$ cat config.mk
export PLATFORM = sky130hd
export DESIGN_NAME = priority_encode
export DESIGN_NICKNAME = d
export VERILOG_FILES = /design/src/rtl/prio_enc_pkg.sv /design/src/rtl/prio_enc_core.sv /design/src/rtl/priority_encode.sv
export SDC_FILE = /design/constraint.sdc
export NUM_CORES = 1
export LEC_CHECK = 0
export ABC_AREA = 1
export CAP_MARGIN = 20
export CORE_AREA = 2 2 39 41
export CTS_BUF_LIST = sky130_fd_sc_hd__clkbuf_16
export DETAILED_ROUTE_END_ITERATION = 12
export DIE_AREA = 0 0 41 43
export REMOVE_ABC_BUFFERS = 1
export SKIP_LAST_GASP = 1
export SLEW_MARGIN = 20
export SYNTH_ARGS = -nofsm -noshare
export SYNTH_HDL_FRONTEND = slang
export SYNTH_HIERARCHICAL = 1
export SYNTH_SLANG_ARGS = --single-unit
$ cat constraint.sdc
create_clock -name clk -period 0.9 [get_ports clk]
set_input_delay 0.18 -clock clk [delete_from_list [all_inputs] [get_ports clk]]
set_output_delay 0.18 -clock clk [all_outputs]
set_load 0.03 [all_outputs]
$ cat src/rtl/prio_enc_pkg.sv
// Shared defaults for the priority encoder: request width and encoded index width.
package prio_enc_pkg;
    localparam int PE_WIDTH = 8;
    localparam int PE_OUT_W = $clog2(PE_WIDTH);
endpackage

$ cat src/rtl/prio_enc_core.sv
// Combinational search for the most significant set bit of a request vector.
module prio_enc_core
    import prio_enc_pkg::*;
#(
    parameter int WIDTH = PE_WIDTH,
    parameter int OUT_W = PE_OUT_W
) (
    input  logic [WIDTH-1:0] req_i,
    output logic [OUT_W-1:0] idx_o,
    output logic             any_o
);
    // Ascending scan: the last set bit seen is the highest, so lower bits never win.
    always_comb begin
        idx_o = '0;
        for (int i = 0; i < WIDTH; i++) begin
            if (req_i[i]) begin
                idx_o = OUT_W'(i);
            end
        end
    end

    assign any_o = |req_i;
endmodule

$ cat src/rtl/priority_encode.sv
// Registered priority encoder: captures the index of the highest set request bit when enabled.
module priority_encode
    import prio_enc_pkg::*;
#(
    parameter int WIDTH = PE_WIDTH,
    parameter int OUT_W = PE_OUT_W
) (
    input  logic             clk,
    input  logic             rst,
    input  logic [WIDTH-1:0] in,
    input  logic             en,
    output logic [OUT_W-1:0] y,
    output logic             valid
);
    logic [OUT_W-1:0] core_idx;
    logic             core_any;
    logic [OUT_W-1:0] y_d, y_q;
    logic             valid_d, valid_q;

    prio_enc_core #(
        .WIDTH (WIDTH),
        .OUT_W (OUT_W)
    ) u_core (
        .req_i (in),
        .idx_o (core_idx),
        .any_o (core_any)
    );

    always_comb begin
        y_d     = y_q;
        valid_d = valid_q;
        if (en) begin
            y_d     = core_idx;
            valid_d = core_any;
        end
    end

    // Reset overrides enable and discards whatever request is present on that edge.
    always_ff @(posedge clk) begin
        if (rst) begin
            y_q     <= '0;
            valid_q <= 1'b0;
        end else begin
            y_q     <= y_d;
            valid_q <= valid_d;
        end
    end

    assign y     = y_q;
    assign valid = valid_q;
endmodule

* Word level (Yosys, flattened, before mapping)
Cells that the tools add are included.
** Word-level totals
- Register bits after elaboration :: 4
- Output and inout port bits :: 4
** Operators by class
- Multiplexer cells :: 7
- Reduce and logical (&&, ||, !) cells :: 1
** Operator list (number)
- $mux W3 :: 4
- $reduce_or A8 Y1 :: 1
- $mux W2 :: 2
- $mux W1 :: 1

* Depth between registers and ports, before layout
Gate-level depths: netlist of the first run.
- Word-level depth :: 7
- Gate-level depth with buffers :: 11

* Hierarchy
Netlist of the first run, hierarchy kept.
** Modules (own cells, without submodules)
- priority_encode :: times used 1, cells each 26, seq. area each 80.1 um^2, area an instance 172.7 um^2
- prio_enc_core :: times used 1, cells each 20, seq. area each 0.0 um^2, area an instance 77.6 um^2

* Worst setup path before layout of the first run
OpenSTA, ideal clock, no wires.
- Path type :: input to register
- Start :: input port in[3]
- End :: register valid_q, in the netlist valid
- Arrival :: 0.640 ns
- Path slack :: 0.147 ns
- Setup time :: 0.114 ns
- Cell stages on the path :: 8
- Cell sequence :: inv_1 nand2_1 nor3_1 nand3_1 inv_1 nand2_1 nand2_1 nor2_1
** Between the ends
- Cells in the longest elaborated chain, start to end :: 1
** Ends and longest elaborated chain
- start, declared :: line priority_encode.sv:10 : input logic [WIDTH-1:0] in,
- $reduce_or A8 Y1 :: line prio_enc_core.sv:22 : assign any_o = |req_i;
- net core_any :: line priority_encode.sv:16 : logic core_any;
- end signal, assigned :: line priority_encode.sv:45 : valid_q <= valid_d;
- end, declared :: line priority_encode.sv:18 : logic valid_d, valid_q;
The timed path passes the listed nets, and every way through them passes these cells.
A chain may end at the register's enable or synchronous reset.

* Final worst setup path of the first run
- Start :: register y_q[2], in the netlist y[2]
- End :: output port y[2]
** RTL lines
- start, declared :: line priority_encode.sv:17 : logic [OUT_W-1:0] y_d, y_q;
- start signal, assigned :: line priority_encode.sv:44 : y_q <= y_d;
- end, declared :: line priority_encode.sv:12 : output logic [OUT_W-1:0] y,
No word-level cell between the ends.

==> results of run 1 <==
==> cell families (layout without fill, tap and decap cells) <==
family / Yosys count / in the layout / share of synthesized area, %
AND/OR/NAND/NOR: 30 / 30 / 46.99
buffers and inverters: 12 / 29 / 21.00
flip-flops: 4 / 4 / 32.00
==> flip-flops by register name, summed over array words and instances (netlist names) <==
name / count
valid: 1
y: 3
==> placed cells by master, fill, tap and decap left out, drive strengths merged <==
cell type,n
dfxtp,4
clkbuf,3
dlymetal6s2s,2
nor3,1
nor2,10
inv,11
clkdlybuf4s15,2
buf,5
nand3,1
clkdlybuf4s50,1
dlygate4sd2,5
nand2,18
==> stage by stage <==
| stage | cell area (um2) | util (%) | TNS, ps | std cells |
|---|---|---|---|---|
| CTS | 471.7 | 34.09 | 0 | 79 |
| detailed placement | 396.6 | 28.66 | -1330 | 76 |
| finish | 501.7 | 36.26 | 0 | 79 |
| global placement | 396.6 | 28.66 | -1298 | 76 |
| floorplan | 239.0 | - | 0 | 45 |
| global route | 501.7 | 36.26 | -72.68 | 79 |
==> what timing repair did <==
item	4_1_cts	5_1_grt
resized for setup	10	14
hold buffers	0	0
endpoints found under the setup margin	5	8
endpoints found under the hold margin	0	0
pin swaps	11	7
==> worst paths after layout <==
| path | start | endpoint | cells after the start |
|---|---|---|---|
| max | y[2]$_SDFFE_PP0P_ | y[2] | 1 |
| min | en | valid$_SDFFE_PP0P_ | 3 |
| max reg2reg | y[0]$_SDFFE_PP0P_ | y[0]$_SDFFE_PP0P_ | 2 |
| min reg2reg | valid$_SDFFE_PP0P_ | valid$_SDFFE_PP0P_ | 2 |
==> power by group <==
group	internal [uW]	leakage, uW	switching, uW
Sequential	195	0.0000341	9.15
Clock	568	0.0000370	129
Combinational	74.7	0.000227	79.2
Total	837	0.000298	217
==> final cells by class <==
class,count,area [um2]
multi-input cells,30,130.1
clock buffers,3,75.07
repair buffers,15,151.4
fillers,156,882.1
well taps,16,20.02
inverters,11,41.29
flip-flops and latches,4,83.83
==> routing by layer <==
metal | vias up | GRT usage, % | share of wire, %
met1 | 131 | 9.968 | 37
met4 | 0 | 12.00 | 5.2
met3 | 4 | 3.141 | 3.6
li1 | 163 | - | -
met2 | 7 | 13.75 | 55
met5 | - | 0 | 0
==> cells in the mapped netlist <==
library cell  count  area share, %
nor2_1            9             13
inv_2             1            1.5
nor2_2            1            2.5
nor3_1            1            2.0
inv_1            10             15
dfxtp_1           4             32
nand3_1           1            2.0
buf_6             1            4.5
nand2_1          18             27
==> reports/qor.txt, run 1 <==
Final Hold Fails -> 0
Hold Crit Class -> input port to register
Clk sinks -> 4
Arrival time at the worst endpoint -> 700 ps
PwrDens -> 2102 nW/um2
Mapped Avg Cell Area -> 5.440 um2
Lkg Pwr -> 0.0002982 uW
Clock Path Buffers -> 2
Die width -> 41 um
Crit-path leading delay family -> flip-flops
Slew at the pin closest to its max-slew limit -> 268.2 ps
Die Height -> 43 um
CTS root buffer -> clkbuf_16
# nets final -> 76
Area grow syn2layout -> 100.5%
Flop-to-flop setup slack -> 310 ps
Die area -> 1763 um2
Netlist cell types -> 9
Required @ worst endpoint -> 720 ps
Final Setup Violations -> 0
Post-route ant nets -> 0
Status -> completed
Drt wl/cell -> 8.354 um
TritonCTS Buffers -> 3
Row count -> 14
Final slew viol count -> 0
Critical path capture point type -> output port
Clk slew on worst S/H paths -> 30 ps
GR Overflow Total -> 0
Buffers & Inverters on Critical Path -> 1
Yosys warning count -> 6
First-pass DRT Iterations -> 3
Final period util -> 97.43%
# diodes -> 0
CTS tree -> yes
Vias in the first global route -> 289
Relative slew slack -> 82.09%
Global-route wire length before repair -> 1083 um
Register area share after synthesis -> 32.00%
FMAX -> 1140 MHz
Crit path max fanout -> 2
Tot GR Track Use -> 9.940%
Worst skew pair latency -> 220 ps
Share of layout cells above drive strength 1 -> 30.16%
IO buf count -> 14
Setup Skew -> 0 ps
Fin crit period -> 876.9 ps
CTS H-tree depth -> 1
DR vias -> 305
Mapped Cells -> 46
Design Power -> 1054 uW
Largest net degree at the start of global routing -> 9
Post-synthesis register bit count -> 4
Initial Util -> 18.08%
IO Pins -> 15
Post-Syn Area -> 250.2 um2
CP Class -> register to output port
Post-DP HPWL -> 459.6 um
Pre-CTS setup slack -> -368.6 ps
Via density -> 3.861
CP Launch Type -> register
Total wire length -> 660 um
Fin Hold WS -> 363.7 ps
Violation count after the first detailed-route iteration -> 5
Routability congestion estimate -> 0.6670
CP max stage delay -> 340 ps
DRC viols -> 0
Slack of the critical path -> 23.10 ps
Max IR drop VDD -> 0.6894 mV
CP Cell Sequence -> buf_6
Slowest cell on crit path -> dfxtp_1
Initial antenna violation count -> 0
Core Region -> 1384 um2
Max-cap violations -> 0
Post-CTS setup buffer count -> 0
(Power assumes the default switching activity.)
==> run 2: changes to the inputs <==
--- a/config.mk
+++ b/config.mk
@@ -11,6 +11,7 @@
 export CTS_BUF_LIST = sky130_fd_sc_hd__clkbuf_16
 export DETAILED_ROUTE_END_ITERATION = 12
 export DIE_AREA = 0 0 41 43
+export MAX_ROUTING_LAYER = met4
 export REMOVE_ABC_BUFFERS = 1
 export SKIP_LAST_GASP = 1
 export SLEW_MARGIN = 20
==> run 2 against run 1 <==
Critical path depth stayed put; non-clock buffer count is the same; sequential power about the same; clock-buffer cell count is the same; critical endpoint unchanged; highest routed layer unchanged.
==> reports/qor.txt, run 2 (synthesized netlist as in run 1, its figures left out) <==
IO Pins -> 15 (unchanged)
Clk pwr share -> 66.1% (about the same)
Lkg Pwr -> 0.0002982 uW (unchanged)
CTS H-tree depth -> 1 (unchanged)
CP Class -> register to output port (unchanged)
Via density -> 3.861 (unchanged)
TritonCTS Buffers -> 3 (unchanged)
PwrDens -> 2100 nW/um2 (was 2102 nW/um2)
Die width -> 41 um (unchanged)
IO buf count -> 14 (unchanged)
Crit path from -> y[2]$_SDFFE_PP0P_ (unchanged)
Logic pwr share -> 14.6% (about the same)
FMAX -> 1141 MHz (was 1140 MHz)
Initial Util -> 18.08% (unchanged)
Buffers & Inverters on Critical Path -> 1 (unchanged)
P_sw -> 216.6 uW (was 217.2 uW)
Fillers -> 156 (unchanged)
Vias in the first global route -> 289 (unchanged)
Share of layout cells above drive strength 1 -> 30.16% (unchanged)
Post-CTS setup buffer count -> 0 (unchanged)
CP Launch Type -> register (unchanged)
Min-Delay Endpoint -> valid$_SDFFE_PP0P_ (unchanged)
CP Cell Sequence -> buf_6 (unchanged)
Max IR drop VDD -> 0.6872 mV (was 0.6894 mV)
Sequential Power Share -> 19.3% (about the same)
Cell count of the worst hold path -> 3 (unchanged)
Int Pwr -> 837.2 uW (was 837.3 uW)
Hold Crit Class -> input port to register (unchanged)
Row count -> 14 (unchanged)
Most frequent cells in the layout -> nand2_1, inv_1, nor2_1, dlygate4sd2_1, buf_6 (unchanged)
Reg-to-Reg End -> y[0]$_SDFFE_PP0P_ (unchanged)
Violation count after the first detailed-route iteration -> 4 (was 5)
CTS tree -> yes (unchanged)
Tot GR Track Use -> 10.19% (was 9.940%)
Placed Cells -> 76 (unchanged)
Sw Ratio -> 20.56% (was 20.60%)
Crit-path leading delay family -> flip-flops (unchanged)
Clock Path Buffers -> 2 (unchanged)
Setup Skew -> 0 ps (unchanged)
Routability congestion estimate -> 0.6734 (was 0.6670)
Final slew viol count -> 0 (unchanged)
Max reg flops -> 3 (unchanged)
Final period util -> 97.42% (was 97.43%)
Hold Startpoint -> en (unchanged)
# nets final -> 76 (unchanged)
Max-cap violations -> 0 (unchanged)
Clk sinks -> 4 (unchanged)
Worst skew pair latency -> 220 ps (about the same)
Total wire length -> 661 um (was 660 um)
Final Hold Fails -> 0 (unchanged)
Post-route ant nets -> 0 (unchanged)
Status -> completed (unchanged)
Post-DP HPWL -> 459.6 um (unchanged)
R2R depth -> 2 (unchanged)
Placement Cell Area -> 396.6 um2 (unchanged)
Slowest cell on crit path -> dfxtp_1 (unchanged)
Fin area -> 501.7 um2 (unchanged)
Core Region -> 1384 um2 (unchanged)
Required @ worst endpoint -> 720 ps (about the same)
Slew at the pin closest to its max-slew limit -> 268.3 ps (was 268.2 ps)
DR vias -> 305 (unchanged)
Hold-fix buffers at CTS -> 0 (unchanged)
Fin crit period -> 876.8 ps (was 876.9 ps)
Die area -> 1763 um2 (unchanged)
Critical path capture point type -> output port (unchanged)
Area grow syn2layout -> 100.5% (unchanged)
Flop-to-flop setup slack -> 310 ps (about the same)
Global-route wire length before repair -> 1083 um (unchanged)
Largest net degree at the start of global routing -> 9 (unchanged)
Initial antenna violation count -> 0 (unchanged)
DRC viols -> 0 (unchanged)
RR Startpoint -> y[0]$_SDFFE_PP0P_ (unchanged)
Arrival time at the worst endpoint -> 700 ps (about the same)
Die Height -> 43 um (unchanged)
Crit path max fanout -> 2 (unchanged)
CTS root buffer -> clkbuf_16 (unchanged)
# diodes -> 0 (unchanged)
Relative slew slack -> 82.09% (about the same)
GR Overflow Total -> 0 (unchanged)
Most common cell after layout, fill and taps aside -> nand2_1 (unchanged)
First-pass DRT Iterations -> 3 (unchanged)
Clk slew on worst S/H paths -> 30 ps (about the same)
CP max stage delay -> 340 ps (about the same)
Drt wl/cell -> 8.367 um (was 8.354 um)
Final Setup Violations -> 0 (unchanged)
Non-Filler Instances -> 79 (unchanged)
[run 2: cell type report]
cell class	instances	area [um2]	area share, %
repair buffers	15	151.4	30.17
inverters	11	41.29	8.229
flip-flops and latches	4	83.83	16.71
clock buffers	3	75.07	14.96
multi-input cells	30	130.1	25.94
well taps	16	20.02	3.990
[run 2: power groups by stage]
stage	logic (uW)	clock network, uW	registers, uW
after floorplan	43.0	0	228
after CTS	144	705	200
after global routing	170	720	206
final	154	696	204
after global placement	148	0	201
after detailed placement	150	0	201
[run 2: worst max-delay path by stage]
stage	slack, ps	to	cells after the start
after floorplan	150	valid$_SDFFE_PP0P_	8
after global placement	-350	y[0]$_SDFFE_PP0P_	12
after detailed placement	-370	y[0]$_SDFFE_PP0P_	12
after CTS	4	y[1]	1
after global routing	-60	valid$_SDFFE_PP0P_	9
final	20	y[2]	1
[run 2: per-stage QoR]
| stage | utilization, % | total power, uW | hold slack (ps) | setup slack [ps] | TNS (ps) |
|---|---|---|---|---|---|
| 4_1_cts | 34.09 | 1049 | 466.9 | 4.228 | 0 |
| 3_3_place_gp | 28.66 | 349.6 | 465.3 | -354.9 | -1298 |
| 2_1_floorplan | - | 270.9 | 314.9 | 146.7 | 0 |
| 5_1_grt | 36.26 | 1096 | 403.3 | -62.79 | -72.68 |
| 3_5_place_dp | 28.66 | 351.7 | 463.1 | -368.6 | -1330 |
| 6_report | 36.26 | 1054 | 364.0 | 23.24 | 0 |
[run 2: metal layers]
layer | part of all wire (%) | global-route usage, % | up-vias
met5 | 0 | - | -
met4 | 5.1 | 12.00 | 0
met2 | 54 | 13.75 | 7
met1 | 37 | 9.968 | 131
met3 | 3.2 | 3.141 | 4
li1 | - | - | 163
[run 2: what timing repair did]
item / in CTS / in global routing
resized for setup: 10 / 14
pin swaps: 11 / 7
setup endpoints to repair: 5 / 8
==> edit: new RTL, flow settings as in run 2 <==
Set the package constant `PE_WIDTH` to 16 (it was 8).
--- a/src/rtl/prio_enc_pkg.sv
+++ b/src/rtl/prio_enc_pkg.sv
@@ -1,6 +1,6 @@
 // Shared defaults for the priority encoder: request width and encoded index width.
 package prio_enc_pkg;
-    localparam int PE_WIDTH = 8;
+    localparam int PE_WIDTH = 16;
     localparam int PE_OUT_W = $clog2(PE_WIDTH);
 endpackage
 
Ports: changed (resized in and y); port bits go from 15 to 24. No check against the original RTL was run, so the function may have changed too.
==> edit against run 2 <==
The flow now finishes with violations (setup timing); sequential cell count increased by 1; design area increased by 50%; total power increased by 15%; routed wire length increased by 43%; setup slack got worse by 110 ps; maximum frequency decreased by 11%; clock skew unchanged; area after synthesis increased by 60%; critical path type is now primary input to flop; largest power group unchanged; highest routed layer unchanged.
==> edit: results (changes against run 2) <==
[placement]
post-place-cells=121  ; was 76
io_buffers=23  ; was 14
place_congestion=0.672  ; was 0.673

[min_path]
worstHoldStart=in[1]  ; was en
worstHoldPathCells=7  ; was 3

[synthesis]
synth_cells=80  ; was 46
synth_top_area_cell=nand2_1  ; was dfxtp_1
synth_commonest_cells=nand2_1 (30), inv_1 (20), nor2_1 (16)  ; was nand2_1 (18), inv_1 (10), nor2_1 (9)

[routing]
wl_per_cell_um=7.48  ; was 8.37 um
dr.pass1.iters=2  ; was 3

[critical_path]
crit_slowest_cell=buf_2  ; was dfxtp_1
crit_arrival_ps=1100  ; was 700 ps
cpPeakStageDelay_ps=110  ; was 340 ps
crit_family=simple AND/OR/NAND/NOR gates  ; was flip-flops

[outcome]
violations=setup timing
status=finished, violations left  ; was finished clean

[global_route]
grt_max_degree=11  ; was 9
grt_usage_pct=13.2  ; was 10.2%
globalRouteMet2Util_pct=19.4  ; was 13.8%
grt_use_met3_pct=7.85  ; was 3.14%
grt_pass1_vias=432  ; was 289
grt_pass1_wl_mm=1.44  ; was 1.08 mm
grt_use_met1_pct=11.6  ; was 9.97%

[timing]
worst_slack_ps=-83.7  ; was 23.2 ps
final.setup.tns_ps=-126  ; was 0 ps
setup_viol=2  ; was 0

[power_and_ir_drop]
switching_share_pct=22.8  ; was 20.6%
pwr-share-clk_pct=59.4  ; was 66.1%
p_leak_nw=0.457  ; was 0.298 nW

[cts]
cts_resized=39  ; was 10

edit: changes by cell type in the layout (fill, tap and decap cells not counted), sizes merged:
| cell | run 2 | this run |
|---|---|---|
| inv | 11 | 23 |
| nand2 | 18 | 30 |
| buf | 5 | 14 |
| nor2 | 10 | 16 |
| dlygate4sd2 | 5 | 8 |
| dlymetal6s2s | 2 | 0 |
| nand3 | 1 | 3 |
| clkbuf | 3 | 4 |
| clkdlybuf4s50 | 1 | 2 |
| dfxtp | 4 | 5 |
| nor3 | 1 | 0 |
| nor4 | 0 | 1 |
| o21ai | 0 | 1 |
| o21bai | 0 | 1 |
edit: logic make-up after synthesis:
logic type	Yosys count	share of synthesized area, %
AO/OA/AOI/OAI	2	3.12
buffers and inverters	23	23.4
flip-flops	5	25.0
AND/OR/NAND/NOR	50	48.4
edit: layout make-up:
type                       instances  area (um^2)
sequential                         5          105
clock inverter                     1         3.75
fill                             148          633
tap                               16         20.0
inverter                          22         82.6
timing repair buffer              27          229
multi-input combinational         52          235
clock buffer                       3         75.1
